## config.mk

```make
export PLATFORM = sky130hd
export DESIGN_NAME = pipelined_addsub_unit
export DESIGN_NICKNAME = d
export VERILOG_FILES = /design/src/rtl/pipelined_addsub_unit.sv
export SDC_FILE = /design/constraint.sdc
export NUM_CORES = 1
export LEC_CHECK = 0
export CAP_MARGIN = 25
export CORE_UTILIZATION = 52
export CTS_CLUSTER_DIAMETER = 60
export DETAILED_ROUTE_END_ITERATION = 8
export PLACE_DENSITY = 0.92
export SYNTH_ARGS = -nofsm -noshare
export SYNTH_HDL_FRONTEND = slang
export SYNTH_SLANG_ARGS = --single-unit
```

## constraint.sdc

```tcl
create_clock -name clk -period 3.8 [get_ports clk]
set_input_delay 0.76 -clock clk [delete_from_list [all_inputs] [get_ports clk]]
set_output_delay 0.76 -clock clk [all_outputs]
set_load 0.02 [all_outputs]
```

## src/rtl/pipelined_addsub_unit.sv

```systemverilog
// Pipelined carry-lookahead add/subtract unit with condition flags.
// The carry chain is cut into STAGES equal slices; slice s is resolved in
// pipeline stage s, with its carry-out registered into the next stage.
// A single global advance signal stalls every stage together under backpressure.
module pipelined_addsub_unit #(
  parameter int WIDTH  = 32,
  parameter int BLOCK  = 4,
  parameter int STAGES = 2
) (
  input  logic             clk,
  input  logic             clr,
  input  logic             in_valid,
  output logic             in_ready,
  input  logic [WIDTH-1:0] a,
  input  logic [WIDTH-1:0] b,
  input  logic [1:0]       op,
  input  logic             cin,
  output logic             out_valid,
  input  logic             out_ready,
  output logic [WIDTH-1:0] sum,
  output logic             c_out,
  output logic             v_out,
  output logic             z_out,
  output logic             n_out
);

  localparam int SLICE = WIDTH / STAGES;
  localparam int NGRP  = SLICE / BLOCK;
  localparam int LAST  = STAGES - 1;

  // One slice of the adder: BLOCK-bit generate/propagate groups, lookahead
  // carries between groups, local carries inside each group.
  // Returns {carry out of slice, carry into slice MSB, slice sum}.
  function automatic logic [SLICE+1:0] cla_slice(
    input logic [SLICE-1:0] x,
    input logic [SLICE-1:0] y,
    input logic             ci
  );
    logic [SLICE-1:0] g;
    logic [SLICE-1:0] p;
    logic [SLICE-1:0] c;
    logic [NGRP:0]    gc;
    logic             grp_g;
    logic             grp_p;
    g     = x & y;
    p     = x ^ y;
    gc    = '0;
    c     = '0;
    gc[0] = ci;
    for (int j = 0; j < NGRP; j++) begin
      grp_g = 1'b0;
      grp_p = 1'b1;
      for (int k = 0; k < BLOCK; k++) begin
        grp_g = g[j*BLOCK+k] | (p[j*BLOCK+k] & grp_g);
        grp_p = grp_p & p[j*BLOCK+k];
      end
      gc[j+1] = grp_g | (grp_p & gc[j]);
    end
    for (int i = 0; i < SLICE; i++) begin
      if (i % BLOCK == 0) begin
        c[i] = gc[i/BLOCK];
      end else begin
        c[i] = g[i-1] | (p[i-1] & c[i-1]);
      end
    end
    return {gc[NGRP], c[SLICE-1], p ^ c};
  endfunction

  logic             w_advance;
  logic [WIDTH-1:0] w_b_eff;
  logic             w_c0;

  // Stage registers: operands (consumed slices are simply ignored downstream),
  // partial sum, slice carry-out and valid bit.
  logic [WIDTH-1:0] r_a     [STAGES];
  logic [WIDTH-1:0] r_b     [STAGES];
  logic [WIDTH-1:0] r_sum   [STAGES];
  logic             r_carry [STAGES];
  logic             r_valid [STAGES];
  logic             r_v;
  logic             r_z;
  logic             r_n;

  logic [WIDTH-1:0] w_a_in   [STAGES];
  logic [WIDTH-1:0] w_b_in   [STAGES];
  logic [WIDTH-1:0] w_s_in   [STAGES];
  logic [WIDTH-1:0] w_s_next [STAGES];
  logic             w_c_in   [STAGES];
  logic             w_v_in   [STAGES];
  logic [SLICE+1:0] w_res    [STAGES];

  logic [WIDTH-1:0] w_final;
  logic             w_cout;
  logic             w_cmsb;

  // Global stall: everything moves only when the output slot is free or draining.
  assign w_advance = !r_valid[LAST] || out_ready;
  assign in_ready  = w_advance;

  // Operand conditioning at issue: sub/sbc invert B; carry-in from op.
  assign w_b_eff = op[0] ? ~b : b;
  assign w_c0    = op[1] ? cin : op[0];

  for (genvar gi = 0; gi < STAGES; gi++) begin : g_stage
    if (gi == 0) begin : g_first
      assign w_a_in[gi] = a;
      assign w_b_in[gi] = w_b_eff;
      assign w_s_in[gi] = '0;
      assign w_c_in[gi] = w_c0;
      assign w_v_in[gi] = in_valid;
    end else begin : g_next
      assign w_a_in[gi] = r_a[gi-1];
      assign w_b_in[gi] = r_b[gi-1];
      assign w_s_in[gi] = r_sum[gi-1];
      assign w_c_in[gi] = r_carry[gi-1];
      assign w_v_in[gi] = r_valid[gi-1];
    end
    assign w_res[gi] = cla_slice(w_a_in[gi][gi*SLICE +: SLICE],
                                 w_b_in[gi][gi*SLICE +: SLICE],
                                 w_c_in[gi]);
    // Merge this stage's slice into the partial sum carried down the pipe.
    assign w_s_next[gi] = (w_s_in[gi] & ~(WIDTH'({SLICE{1'b1}}) << (gi*SLICE)))
                        | (WIDTH'(w_res[gi][SLICE-1:0]) << (gi*SLICE));
  end

  assign w_final = w_s_next[LAST];
  assign w_cout  = w_res[LAST][SLICE+1];
  assign w_cmsb  = w_res[LAST][SLICE];

  // Pipeline registers and final-stage flags; all hold while stalled.
  always_ff @(posedge clk or posedge clr) begin
    if (clr) begin
      for (int s = 0; s < STAGES; s++) begin
        r_a[s]     <= '0;
        r_b[s]     <= '0;
        r_sum[s]   <= '0;
        r_carry[s] <= 1'b0;
        r_valid[s] <= 1'b0;
      end
      r_v <= 1'b0;
      r_z <= 1'b0;
      r_n <= 1'b0;
    end else if (w_advance) begin
      for (int s = 0; s < STAGES; s++) begin
        r_a[s]     <= w_a_in[s];
        r_b[s]     <= w_b_in[s];
        r_sum[s]   <= w_s_next[s];
        r_carry[s] <= w_res[s][SLICE+1];
        r_valid[s] <= w_v_in[s];
      end
      r_v <= w_cout ^ w_cmsb;
      r_z <= (w_final == '0);
      r_n <= w_final[WIDTH-1];
    end
  end

  assign out_valid = r_valid[LAST];
  assign sum       = r_sum[LAST];
  assign c_out     = r_carry[LAST];
  assign v_out     = r_v;
  assign z_out     = r_z;
  assign n_out     = r_n;

endmodule

```

# Word level (Yosys, flattened, before mapping)
# Index checks and enable logic that the tools add are counted.
# totals
regBits	119
input_bits	71
out_inout_bits	38
# classes
n_mux	2
bitwise_logic	145
reduce_logical	3
# op_table
operator	n
$and A1 B1 Y1	80
$xor A16 B16 Y16	4
$or A1 B1 Y1	56
$and A16 B16 Y16	2
$logic_not A32 Y1	1
$mux W32	1
$not A32 Y32	1
$or A16 B32 Y32	1
$logic_not A1 Y1	1
$logic_or A1 B1 Y1	1
$mux W1	1
$xor A1 B1 Y1	1

# Longest topological paths before layout
# logic_depth
depth_word	21
depth_mapped	14

# Worst setup path before layout
# No wires, ideal clock.
# synth_path
kind	input to register
from	input port op[0]
to	register r_sum[47] in the netlist's numbering
arrival_time_ns	3.714
required_time_ns	3.652
slack_ns	-0.062
path_stages	14
n_path_buf	2
path_cell_list	buf_2 -> buf_2 -> xor2_1 -> ha_1 -> nand2_1 -> o21a_1 -> nor3b_1 -> o21ai_0 -> nor2b_1 -> fa_1 -> fa_1 -> fa_1 -> xor2_1 -> a21oi_1
# synth_between
elab_chain_len	20
word_cells_on_any_way	44
# synth_rtl
element	line_no	source
start: declaration	16	input logic [1:0] op,
$mux W32	101	assign w_b_eff = op[0] ? ~b : b;
$xor A16 B16 Y16 or $and A16 B16 Y16 (tied branches)	46, 45	
$and A1 B1 Y1	54	grp_g = g[j*BLOCK+k] | (p[j*BLOCK+k] & grp_g);
$or A1 B1 Y1	54	
$and A1 B1 Y1	54	
$or A1 B1 Y1	54	
$and A1 B1 Y1	54	
$or A1 B1 Y1	54	
[... 4 more ...]	-	
$or A1 B1 Y1	57	gc[j+1] = grp_g | (grp_p & gc[j]);
$and A1 B1 Y1	63	c[i] = g[i-1] | (p[i-1] & c[i-1]);
$or A1 B1 Y1	63	
$and A1 B1 Y1	63	
$or A1 B1 Y1	63	
$and A1 B1 Y1	63	
$or A1 B1 Y1	63	
$xor A16 B16 Y16 *	66	return {gc[NGRP], c[SLICE-1], p ^ c};
end signal: indexed assignment	147	r_sum[s] <= w_s_next[s];
end: declaration	77	logic [WIDTH-1:0] r_sum [STAGES];
# Mark *: on every way between the ends. The rest lies on a longest branch, timed or not.
# A chain may end at the register's enable or synchronous reset.

# Worst setup path after layout
# layout_path
from	input port b[6]
to	register r_sum[47] in the netlist's numbering
# layout_between
elab_chain_len	17
word_cells_on_any_way	21
# layout_rtl
element	line_no	source
start: declaration	15	input logic [WIDTH-1:0] b,
$not A32 Y32	101	
$mux W32 *	101	
$xor A16 B16 Y16	46	p = x ^ y;
$and A1 B1 Y1	54	
$or A1 B1 Y1	54	
$and A1 B1 Y1	54	
$or A1 B1 Y1	54	
$or A1 B1 Y1 *	57	
$and A1 B1 Y1 *	57	
$or A1 B1 Y1 *	57	
$and A1 B1 Y1 *	63	
$or A1 B1 Y1 *	63	
$and A1 B1 Y1 *	63	
$or A1 B1 Y1 *	63	
$and A1 B1 Y1 *	63	
$or A1 B1 Y1 *	63	
$xor A16 B16 Y16 *	66	
# Marked as above.

==> impl_metrics.tcl <==
set metrics [dict create \
    grt_usage_pct 24.6 \
    hpwlAfterDp_um 8740 \
    fin_util_pct 68.3 \
    pwr-share-seq_pct 38.1 \
    ys_types 39 \
    cts_num_sinks 86 \
    dieArea_um2 10300 \
    syn_nets 673 \
    synth_area_leaders "dfrtp_1 42%, nand2_1 11%, fa_1 9.4%, ha_1 7.8%, buf_4 4.7%" \
    irDropWorstVdd_uv 275 \
    ys_seq_elements 86 \
    power.total_mw 3.63 \
    drtIter0Drc 115 \
    grt_pass1_vias 4113 \
    hold_buffers 0 \
    routed.top_layer "met4" \
    htreeDepth 3 \
    layout.nets 749 \
    p_clk_share_pct 20.4 \
    synth.top_cell.area_share_pct 41.9 \
    antenna_found_initial 0 \
    drive_gt1_share_pct 7.02 \
    period_needed_ns 3.65 \
    postRouteAntennaNets 0 \
    arrival_ns 3.86 \
    wl_met3_um 581 \
    grt_pass1_wl_um 19300 \
    worst-slew-pin-transition_ns 0.869 \
    wl_met2_um 6000 \
    power_switching_mw 1.35 \
    path_max_fanout 2 \
    m1WireLength_um 4920 \
    clk_root_buffer_cell "clkbuf_8" \
    status "complete, no violations" \
    portBuffers 108 \
    cp-start-kind "input port" \
    p_comb_share_pct 41.5 \
    via_count 3935 \
    intPower_mw 2.28 \
    critPathMostFrequentCell "fa_1" \
    ys.flop_type "dfrtp_1" \
    diodes 0 \
    report.final.setup_viol 0 \
    clockBufferDepth 2 \
    worstPathRequired_ns 4.02 \
    endpoint_kind "flip-flop" \
    skew_ns 0.0105 \
    cp_cell_sequence "clkdlybuf4s50_1 -> xor2_1 -> ha_1 -> buf_4 -> nand3_1 -> nand2_1 -> a221o_1 -> o21ai_1 -> nor2b_1 -> fa_1 -> fa_1 -> fa_1 -> xor2_1 -> a21oi_1" \
    syn-cell-area_um2 5140 \
    sw_frac_of_total_pct 37.2 \
    p_per_area_nw_per_um2 565 \
    yosysTopAreaCell "dfrtp_1" \
    path_clk_slew_ns 0.09 \
    criticalPathCategory "input port to flip-flop" \
    synth_edf_count 0 \
    grt_max_degree 94 \
    worst_skew_pair.late_latency_ns 0.37 \
    power_leakage_nw 3.01 \
    gr-total-overflow 0 \
    ys_warn_count 0 \
    cp_slowest_cell "clkdlybuf4s50_1" \
    drc_errors 0 \
    tns_ns 0 \
    hold_ws_ns 0.470 \
    first_pass_iters 4 \
    viasPerCell 5.21 \
    fp.dieW_um 101 \
    cts_buffers 9 \
    seq_area_frac_synth_pct 41.9 \
    wirelength_um 11800 \
    cp_slowest_stage_delay_ns 0.44 \
    min_path_type "flip-flop to flip-flop" \
    coreArea_um2 9420 \
    dieHeight_um 101 \
    place_congestion 0.934 \
    cp_num_buf_inv 2 \
    finalHoldViolations 0 \
    syn_area_per_cell_um2 9.41 \
    crit_family "adder cells" \
    areaGrowthSynthToFinish_pct 25.1 \
    start_util_pct 54.6 \
    maxCapViolCount 0 \
    rows 35 \
    fmax_mhz 274 \
    fin_crit_sh_pct 95.9 \
    slew_headroom_pct 42.0 \
    cts_tree "done" \
    ys_top_cells_by_count "152 x nand2_1, 86 x dfrtp_1, 32 x buf_4, 32 x ha_1, 31 x inv_1" \
    finalMaxSlewViolations 0 \
    async_flop_share_pct 100 \
    boundaryPins 109 \
    synth.most_common_cell "nand2_1" \
    syn_inst 546 \
    wire_per_inst_um 15.6 \
]
==> power by group through the flow <==
stage	Clock [mW]	Sequential, mW	Combinational (mW)
global placement	0	1.38	1.40
finish	0.739	1.39	1.51
CTS	0.744	1.38	1.48
global route	0.786	1.41	1.65
floorplan	0	1.35	1.05
detailed placement	0	1.40	1.45
==> path summary, 6_finish.rpt <==
path	start	end	slack, ns	depth (start not counted)
min	sum[28]$_DFFE_PP0P_	sum[28]$_DFFE_PP0P_	0.47	2
max reg2reg	r_a[53]$_DFFE_PP0P_	z_out$_DFFE_PP0P_	0.16	11
min reg2reg	sum[28]$_DFFE_PP0P_	sum[28]$_DFFE_PP0P_	0.47	2
min in group asynchronous	clr	sum[2]$_DFFE_PP0P_	0.85	2
max	b[6]	r_sum[47]$_DFFE_PP0P_	0.15	14
max in group asynchronous	clr	r_b[61]$_DFFE_PP0P_	2.17	3
==> routing by layer <==
layer / up-vias / GRT usage (%)
met5: - / 0
met4: 0 / 11.0
met3: 21 / 3.45
met2: 124 / 42.5
met1: 1913 / 30.7
li1: 1877 / -
==> worst register-to-register path: cells and delay by family (launching register included) <==
family | cells | cell delay, ns
compound gates | 5 | 1.10
simple gates | 2 | 0.41
flops | 1 | 0.43
fa+ha+maj | 4 | 1.61
==> placed cells by master, fill, tap and decap left out, types with 2 or more instances in the layout <==
cell type and n:
nor2_1 25, clkinv_4 2, o21ai_0 23, a221o_1 2
ha_1 31, a21oi_1 28, o21a_1 4, o21ai_1 3
xor2_1 21, nand2b_1 2, nor4_1 5, nand2_1 152
bufinv_16 2, nand4_1 5, a21o_1 6, clkbuf_8 10
buf_4 12, dfrtp_1 86, inv_1 29, xnor2_1 20
clkdlybuf4s50_1 107, a211oi_1 2, fa_1 23
==> through the flow <==
stage,setup slack [ns],cells,cell area (µm²)
after CTS,0.0393,755,6380
final,0.154,756,6430
after detailed placement,-0.217,739,6140
after floorplan,0.0184,546,5140
after global routing,-0.0190,756,6430
after global placement,-0.179,739,6140
==> registers in the layout (all words and copies together), names as in the netlist <==
| name | cells |
|---|---|
| r_sum | 16 |
| r_carry | 1 |
| r_b | 16 |
| z_out | 1 |
| n_out | 1 |
| r_a | 16 |
| out_valid | 1 |
| r_valid | 1 |
| v_out | 1 |
| sum | 31 |
| c_out | 1 |
==> cell type report <==
class,instances,area [µm²]
fillers,702,2990
multi-input cells,374,2600
flip-flops and latches,86,2150
repair buffers,120,1170
well taps,129,161
clock buffers,10,138
inverters,31,118
clock inverters,6,93.8
==> what timing repair did <==
item / CTS / global route
setup endpoints to repair: 1 / 2
pin swaps: 0 / 3
gates resized for setup: 2 / 8
buffers inserted: 0 / 1
==> cell families after synthesis <==
group	synth area share, %
and+or+nand+nor	15.8
buffers and inverters	8.79
DFF	41.9
AOI/OAI and AO/OA	8.86
adders and majority gates	17.1
xor gates and xnor gates	6.99
muxes	0.487
Power figures use the tool's default switching activity.
